## src/rtl/updown_seq_pkg.sv

```systemverilog
// updown_seq_pkg: shared FSM state, run-mode and direction encodings for the count sequencer
package updown_seq_pkg;
  typedef enum logic [1:0] {IDLE, ARM, RUN, DONE} state_t;
  localparam logic [1:0] MODE_ONESHOT = 2'd0;
  localparam logic [1:0] MODE_WRAP = 2'd1;
  localparam logic [1:0] MODE_BOUNCE = 2'd2;
  localparam logic DIR_UP = 1'b1;
  localparam logic DIR_DOWN = 1'b0;
endpackage

```

## src/rtl/updown_count_sequencer_if.sv

```systemverilog
// updown_count_sequencer_if: command/config inputs and count/status outputs of the sequencer
interface updown_count_sequencer_if #(
  parameter int WIDTH = 4,
  parameter int PRESC_W = 8
);
  logic start;
  logic stop;
  logic [1:0] mode;
  logic dir_in;
  logic [WIDTH-1:0] limit;
  logic [PRESC_W-1:0] presc;
  logic [WIDTH-1:0] count;
  logic dir_out;
  logic busy;
  logic done;
  logic wrap;
  modport master (
    output start, stop, mode, dir_in, limit, presc,
    input count, dir_out, busy, done, wrap
  );
  modport slave (
    input start, stop, mode, dir_in, limit, presc,
    output count, dir_out, busy, done, wrap
  );
endinterface

```

## src/rtl/count_prescaler.sv

```systemverilog
// count_prescaler: divides clk so tick fires once every period+1 enabled cycles
module count_prescaler #(
  parameter int PRESC_W = 8
) (
  input  logic clk,
  input  logic rst,
  input  logic clear,
  input  logic enable,
  input  logic [PRESC_W-1:0] period,
  output logic tick
);
  logic [PRESC_W-1:0] cnt;
  assign tick = enable && cnt == period;
  // restart from zero on clear or on each tick, otherwise advance while enabled
  always_ff @(posedge clk) begin
    cnt <= (rst || clear || tick) ? '0 : enable ? cnt + 1'b1 : cnt;
  end
endmodule

```

## src/rtl/updown_count_sequencer.sv

```systemverilog
// updown_count_sequencer: runs a prescaled up/down count with one-shot, wrap or bounce at the terminal value
module updown_count_sequencer
  import updown_seq_pkg::*;
#(
  parameter int WIDTH = 4,
  parameter int PRESC_W = 8
) (
  input logic clk,
  input logic rst,
  updown_count_sequencer_if.slave bus
);
  state_t state;
  logic [1:0] mode_q;
  logic dir_q;
  logic [WIDTH-1:0] limit_q;
  logic [PRESC_W-1:0] presc_q;
  logic [WIDTH-1:0] count_q;
  logic dir_r;
  logic busy_q;
  logic done_q;
  logic wrap_q;
  logic tick;
  logic [WIDTH-1:0] term;
  logic [WIDTH-1:0] reload;
  count_prescaler #(.PRESC_W(PRESC_W)) u_presc (
    .clk(clk),
    .rst(rst),
    .clear(state != RUN),
    .enable(state == RUN),
    .period(presc_q),
    .tick(tick)
  );
  assign term = dir_r == DIR_UP ? limit_q : '0;
  assign reload = dir_r == DIR_UP ? '0 : limit_q;
  assign bus.count = count_q;
  assign bus.dir_out = dir_r;
  assign bus.busy = busy_q;
  assign bus.done = done_q;
  assign bus.wrap = wrap_q;
  // sequencing FSM with count register; stop outranks any coincident tick, pulses default low
  always_ff @(posedge clk) begin
    if (rst) begin
      state <= IDLE;
      mode_q <= '0;
      dir_q <= DIR_DOWN;
      limit_q <= '0;
      presc_q <= '0;
      count_q <= '0;
      dir_r <= DIR_DOWN;
      busy_q <= 1'b0;
      done_q <= 1'b0;
      wrap_q <= 1'b0;
    end else begin
      done_q <= 1'b0;
      wrap_q <= 1'b0;
      case (state)
        IDLE: begin
          if (bus.start && !bus.stop) begin
            mode_q <= bus.mode;
            dir_q <= bus.dir_in;
            limit_q <= bus.limit;
            presc_q <= bus.presc;
            busy_q <= 1'b1;
            state <= ARM;
          end
        end
        ARM: begin
          if (bus.stop) begin
            busy_q <= 1'b0;
            state <= IDLE;
          end else begin
            count_q <= dir_q == DIR_UP ? '0 : limit_q;
            dir_r <= dir_q;
            state <= RUN;
          end
        end
        RUN: begin
          if (bus.stop) begin
            busy_q <= 1'b0;
            state <= IDLE;
          end else if (tick) begin
            if (count_q != term) begin
              count_q <= dir_r == DIR_UP ? count_q + 1'b1 : count_q - 1'b1;
            end else if (mode_q == MODE_WRAP) begin
              count_q <= reload;
              wrap_q <= 1'b1;
            end else if (mode_q == MODE_BOUNCE) begin
              dir_r <= ~dir_r;
              wrap_q <= 1'b1;
            end else begin
              done_q <= 1'b1;
              busy_q <= 1'b0;
              state <= DONE;
            end
          end
        end
        DONE: state <= IDLE;
        default: state <= IDLE;
      endcase
    end
  end
endmodule

```

## src/flat_wrapper.sv

```systemverilog
// flat-port wrapper written by rule: the top's interface ports become plain ports
module updown_count_sequencer_flat import updown_seq_pkg::*;
#(
  parameter int WIDTH = 4,
  parameter int PRESC_W = 8
)
  (clk, rst, bus_start, bus_stop, bus_mode, bus_dir_in, bus_limit, bus_presc, bus_count, bus_dir_out, bus_busy, bus_done, bus_wrap);
  updown_count_sequencer_if #(.WIDTH(WIDTH), .PRESC_W(PRESC_W)) bus_i ();
  input logic clk;
  input logic rst;
  input wire logic [$bits(bus_i.start)-1:0] bus_start;
  input wire logic [$bits(bus_i.stop)-1:0] bus_stop;
  input wire logic [$bits(bus_i.mode)-1:0] bus_mode;
  input wire logic [$bits(bus_i.dir_in)-1:0] bus_dir_in;
  input wire logic [$bits(bus_i.limit)-1:0] bus_limit;
  input wire logic [$bits(bus_i.presc)-1:0] bus_presc;
  output wire logic [$bits(bus_i.count)-1:0] bus_count;
  output wire logic [$bits(bus_i.dir_out)-1:0] bus_dir_out;
  output wire logic [$bits(bus_i.busy)-1:0] bus_busy;
  output wire logic [$bits(bus_i.done)-1:0] bus_done;
  output wire logic [$bits(bus_i.wrap)-1:0] bus_wrap;
  assign bus_i.start = bus_start;
  assign bus_i.stop = bus_stop;
  assign bus_i.mode = bus_mode;
  assign bus_i.dir_in = bus_dir_in;
  assign bus_i.limit = bus_limit;
  assign bus_i.presc = bus_presc;
  assign bus_count = bus_i.count;
  assign bus_dir_out = bus_i.dir_out;
  assign bus_busy = bus_i.busy;
  assign bus_done = bus_i.done;
  assign bus_wrap = bus_i.wrap;
  updown_count_sequencer #(.WIDTH(WIDTH), .PRESC_W(PRESC_W)) u_core (.clk(clk), .rst(rst), .bus(bus_i));
endmodule
```

## config.mk

```make
export PLATFORM = sky130hd
export DESIGN_NAME = updown_count_sequencer_flat
export DESIGN_NICKNAME = d
export VERILOG_FILES = /design/src/rtl/updown_seq_pkg.sv /design/src/rtl/updown_count_sequencer_if.sv /design/src/rtl/count_prescaler.sv /design/src/rtl/updown_count_sequencer.sv /design/src/flat_wrapper.sv
export SDC_FILE = /design/constraint.sdc
export NUM_CORES = 1
export LEC_CHECK = 0
export BUFFER_PORTS_ARGS = -buffer_cell sky130_fd_sc_hd__buf_2
export CAP_MARGIN = 20
export CELL_PAD_IN_SITES_DETAIL_PLACEMENT = 0
export CELL_PAD_IN_SITES_GLOBAL_PLACEMENT = 1
export CORE_AREA = 2 2 85 87
export CTS_BUF_LIST = sky130_fd_sc_hd__clkbuf_8
export CTS_CLUSTER_DIAMETER = 120
export CTS_CLUSTER_SIZE = 25
export DETAILED_ROUTE_END_ITERATION = 16
export DIE_AREA = 0 0 87 89
export PLACE_DENSITY = 0.53
export SYNTH_ARGS = -nofsm -noshare
export SYNTH_HDL_FRONTEND = slang
export SYNTH_HIERARCHICAL = 1
export SYNTH_SLANG_ARGS = --single-unit
```

## constraint.sdc

```tcl
create_clock -name clk -period 2.68 [get_ports clk]
set_input_delay 0.134 -clock clk [delete_from_list [all_inputs] [get_ports clk]]
set_output_delay 0.134 -clock clk [all_outputs]
set_load 0.01 [all_outputs]
```

[Word-level counts from Yosys, hierarchy flattened]
Index checks and enable logic that the tools add are counted.
Cells by class
  bitwise gates (word level): 3
  reduce and logical (&&, ||, !) cells: 15
  add/sub/neg operators: 3
  equality and inequality tests: 21
  multiplexer cells: 36
Operator list (count)
  2-to-1 mux 4 bit: 9
  2-to-1 mux 1 bit: 16
  2-to-1 mux 2 bit: 7
  AND reduction 7 bit: 2
  != test 2 bit (second input constant): 6
  AND reduction 5 bit: 2
  != test 3 bit (second input constant): 3
  adder 8 x 1 -> 8 bit (second input constant): 1
  equality test 8 bit: 1
  case mux 2 bit (4 select lines): 1
  case mux 4 bit (2 select lines): 1
  equality test 2 bit (second input constant): 3
  != test 2 x 1 -> 1 bit (second input constant): 3
  OR reduction 6 bit: 1
  OR reduction 5 bit: 1
  adder 4 x 1 -> 4 bit (second input constant): 1
  equality test 2 x 1 -> 1 bit (second input constant): 2
  != test 4 bit: 1
  subtractor 4 x 1 -> 4 bit (second input constant): 1
  != test 3 x 1 -> 1 bit (second input constant): 1
  != test 3 x 2 -> 1 bit (second input constant): 1
  NOT 1 bit: 3
  case mux 1 bit (3 select lines): 1
  nonzero test 3 bit: 1
  7 further kinds: 9
Storage, ports and cells
  flip-flop bits (word level): 33
  word-level logic and storage cells: 89
  input port bits: 19
  output and inout port bits: 8

[Depth between registers and ports, before layout]
  depth after elaboration: 7
  gate-level depth with buffers: 10
  mapped depth without buffers: 9

[Cells and area by module]
The synthesis kept the hierarchy.
By module, submodules not included
  updown_count_sequencer: instances 1, seq. area each 500.5 um2, area each 1511.4 um2, cells an instance 181
  count_prescaler: instances 1, seq. area each 160.2 um2, area each 465.4 um2, cells an instance 49

[Worst setup path before layout]
Ideal clock, no wire load.
  path type: reg-to-reg
  start point: reg u_core.state[0]
  end point: reg u_core.count_q[0] (netlist: u_core/bus.count[0])
  path buffers: 1
  data required time: 2.545 ns
  period minus slack after synthesis: 2.219 ns
  setup time: 0.135 ns
  stages on the path, launching flop included: 11
  data arrival time: 2.084 ns
  slack: 0.461 ns
  path through: dfxtp_1 > inv_1 > ha_1 > buf_2 > nand2_1 > nor3_4 > nor2b_1 > o21ai_1 > o31ai_4 > or2_4 > a311oi_2
Between the ends
  word-level cells in the longest chain between the ends: 4
  elaborated cells between the ends (all ways): 10
  classes of those cells: 6 x eq/ne; 1 x mux; 3 x reduce/logical
RTL lines
  from (decl): line updown_count_sequencer.sv:12  | state_t state;
  from (signal assigned): line updown_count_sequencer.sv:43  | state <= IDLE;
  from (signal assigned): line updown_count_sequencer.sv:64  | state <= ARM;
  from (signal assigned): line updown_count_sequencer.sv:70  | state <= IDLE;
  equality test 2 bit: line updown_count_sequencer.sv:29  | .enable(state == RUN),
  logical AND 1 bit: line count_prescaler.sv:13  | assign tick = enable && cnt == period;
  via u_core.tick: line updown_count_sequencer.sv:22  | logic tick;
  != test 2 x 1 -> 1 bit (no line)
  AND reduction 5 bit (no line)
  to (signal assigned): line updown_count_sequencer.sv:72  | count_q <= dir_q == DIR_UP ? '0 : limit_q;
  to (signal assigned): line updown_count_sequencer.sv:83  | count_q <= dir_r == DIR_UP ? count_q + 1'b1 : count_q - 1'b1;
  to (signal assigned): line updown_count_sequencer.sv:85  | count_q <= reload;
  to (decl): line updown_count_sequencer.sv:17  | logic [WIDTH-1:0] count_q;
The timed path passes the listed nets, and every way through them passes these cells.
A chain may end at the register's enable or synchronous reset.

[Final worst setup path]
  start point: reg u_core.u_presc.cnt[3]
  end point: reg u_core.count_q[2] (netlist: u_core/bus.count[2])
Between the ends
  word-level cells in the longest chain between the ends: 4
RTL lines
  from (decl): line count_prescaler.sv:12  | logic [PRESC_W-1:0] cnt;
  from (signal assigned): line count_prescaler.sv:16  | cnt <= (rst || clear || tick) ? '0 : enable ? cnt + 1'b1 : cnt;
  equality test 8 bit: line count_prescaler.sv:13
  logical AND 1 bit: line count_prescaler.sv:13
  via u_core.tick: line updown_count_sequencer.sv:22
  != test 2 x 1 -> 1 bit (no line)
  AND reduction 5 bit (no line)
The timed path passes the listed nets, and every way through them passes these cells.

==> results.md <==
- Status: completed
- Vias/cell: 4.929
- Hold_buf cts: 0
- Fin util: 0.3434
- Synth Net Count: 260
- Crit path largest cell delay: 0.42 ns
- Worst Path Arrival: 2.33 ns
- Post CTS Setup Buffer Count: 0
- CTS tree: built
- Via count: 1661
- VDD IR max: 0.2916 mV
- Final instance area: 2307 µm²
- Critical path class: register to register
- WL final: 4883 µm
- Synth Instances: 230
- Placed cell area: 2187 µm²
- H-tree Lvls: 2
- Total power: 1.517 mW
- Yosys warnings: 6
- Startpoint Class: register
- Vias in the first global route: 1653
- Pin count of the biggest net entering global routing: 32
- Die Ht: 89 µm
- Required @ worst endpoint: 2.88 ns
- Buffers and inverters on the worst path: 0
- GPL Wtd Cong: 0.7433
- CTS Buf Count: 5
- Die Width: 87 µm
- Synth top area cells: dfxtp_1 (33%), nand2_1 (8.4%), ha_1 (6.3%)
- Min-delay worst type: primary input to register
- Post-route setup slack: 0.5458 ns
- Clock Latency Late Sink: 0.29 ns
- Number of synthesized flops with an enable pin: 0
- Main flop type after synthesis: dfxtp_1
- Leakage power: 0.8424 nW
- Register area: 660.6 µm²
- Core area: 6719 µm²
- Initial Util: 0.2942
- TNS Setup: 0 ns
- # setup viols final: 0
- GRT overflow: 0
- Clk root buf: clkbuf_8
- Initial drt markers: 102
- Max Fclk: 0.4686 GHz
- Slew Viols, Final: 0
- Slowest cell on crit path: dfxtp_1
- Top-count cell post-synth: nand2_1
- CTS-repair resized insts: 0
- Max-slew headroom: 0.3524
- RSZ-0062 raised after global routing: no
- DR pass1 iterations: 4
- Synth Register Bits: 33
- Layout cells sized above 1: 0.2023
- Clk slew on worst S/H paths: 0.07 ns
- HPWL Detailed: 3491 µm
- Count of unique library cells instantiated by Yosys: 49
- Skew final: 0.002458 ns
- CTS sink count: 33
- Fill cell count: 707
- Hold EP: u_core/presc_q[5]$_SDFFE_PP0P_
- Pre-CTS WS: 0.5514 ns
- DP Cell Count: 329
- Fin Hold WS: 0.07551 ns
- Routed wire length per instance: 14.49 µm
- Crit path capture type: register
- Die ar.: 7743 µm²
- R2R Setup Slk: 0.55 ns
- Synth area leader: dfxtp_1
- MaxCap Viol Count: 0
- GRT Overall Usage: 0.1419
- Hold Path Origin: bus_presc[5]
- Hold Path Stages: 3
- Final antenna-violating net count: 0
- Multi-input gate area: 1244 µm²
- Crit path time final: 2.134 ns
- P&R area growth vs syn: 16.71%
- R2r worst-path depth: 8
- CTS Buffer Depth: 2
- Ports: 27
- Row cnt: 30
- Area of the mapped netlist: 1977 µm²
- Crit Reg-Reg Startpoint: u_core/u_presc/cnt[3]$_SDFFE_PP0P_
- Final net count: 286
- Cell-by-cell trace of the critical path: xnor2_1 -> nand4_1 -> nor3_4 -> nor2b_1 -> o21ai_1 -> nor3_2 -> nor3_1 -> a311oi_2
- Share of the synthesized area in the top cell type: 0.3342
- Post-route DRC: 0
- Async SR Flop Fraction: 0
- Post-synthesis sequential area ratio: 0.3342
- First-pass GRT wire length: 8556 µm
- Non-filler cells, final: 337
- Hold Violations, Final: 0
- Worst-Margin Slew: 0.9671 ns
- Initial antenna violation count: 0
- CP max FO: 5
- Synth cell count leaders: nand2_1 (44), dfxtp_1 (33), a21oi_1 (20)
- Total stage count of the critical path: 8
- Power density over the cells: 657.5 nW/µm²
- Ant. Diodes: 0
- Fin crit share: 0.7963
- I/O Buffers: 26
- Critical path's top delay family: simple AND/OR/NAND/NOR gates
- Mean post-synth cell area: 8.595 µm²
- Worst R2R End: u_core/bus.count[2]$_SDFFE_PP0P_
## where the power goes
group	internal (mW)	leakage, nW	total (mW)	switching, mW
combinational	0.184	0.516	0.427	0.243
sequential	0.527	0.269	0.588	0.0615
clock	0.302	0.0574	0.502	0.200
## sequential cells by signal (all words and copies together), names as in the netlist
name,flops
u_core/presc_q,8
u_core/u_presc/cnt,8
u_core/bus.count,4
u_core/limit_q,4
u_core/mode_q,2
u_core/state,2
u_core/bus.busy,1
u_core/bus.dir_out,1
u_core/bus.done,1
u_core/bus.wrap,1
u_core/dir_q,1
## per-layer routing
metal	routed length, µm	GRT usage	up-vias
li1	-	-	865
met4	40	0.04830	0
met2	2149	0.2186	27
met3	171	0.02770	2
met1	2521	0.1983	767
met5	0	0	-
## kinds of logic (layout without fill, tap and decap cells)
group | after synthesis | count (layout) | synth area share
buf+inv | 18 | 45 | 0.03924
flops | 33 | 33 | 0.3342
simple gates | 96 | 96 | 0.2620
compound gates | 47 | 47 | 0.1753
xor+xnor | 21 | 21 | 0.09304
fa+ha+maj | 11 | 11 | 0.07342
mux | 4 | 4 | 0.02278
## cells in the final DEF, fill, tap and decap left out, drive strengths merged, types with 3 or more instances in the layout
master  instances
a21oi          20
and2            3
buf            29
clkbuf          6
dfxtp          33
ha             10
inv             8
mux2i           3
nand2          44
nand2b          5
nand3           3
nand3b          4
nand4           3
nor2            7
nor2b           4
nor3            6
nor4            9
o21ai           8
o221ai          3
o22ai           3
o31ai           3
xnor2          14
xor2            7
## cell type report
class | instances | area share
multi-input combinational | 179 | 0.5390
sequential | 33 | 0.2863
tap | 80 | 0.04338
timing repair buffer | 29 | 0.06616
clock buffer | 6 | 0.03579
clock inverter | 2 | 0.01627
inverter | 8 | 0.01302
## how the worst max path moves through the flow
stage | from | endpoint | slack [ns]
after floorplan | u_core/state[0]$_SDFFE_PP0P_ | u_core/bus.count[0]$_SDFFE_PP0P_ | 0.46
after global placement | u_core/u_presc/cnt[3]$_SDFFE_PP0P_ | u_core/bus.count[0]$_SDFFE_PP0P_ | 0.56
after detailed placement | u_core/u_presc/cnt[3]$_SDFFE_PP0P_ | u_core/bus.count[0]$_SDFFE_PP0P_ | 0.55
after CTS | u_core/u_presc/cnt[3]$_SDFFE_PP0P_ | u_core/bus.count[0]$_SDFFE_PP0P_ | 0.53
after global routing | u_core/u_presc/cnt[2]$_SDFFE_PP0P_ | u_core/bus.count[0]$_SDFFE_PP0P_ | 0.29
final | u_core/u_presc/cnt[3]$_SDFFE_PP0P_ | u_core/bus.count[2]$_SDFFE_PP0P_ | 0.55
## worst min-delay path, stage by stage
cell,delay [ns]
buf_2,0.09
nand2_1,0.04
a21oi_1,0.05
Power figures use the tool's default switching activity.
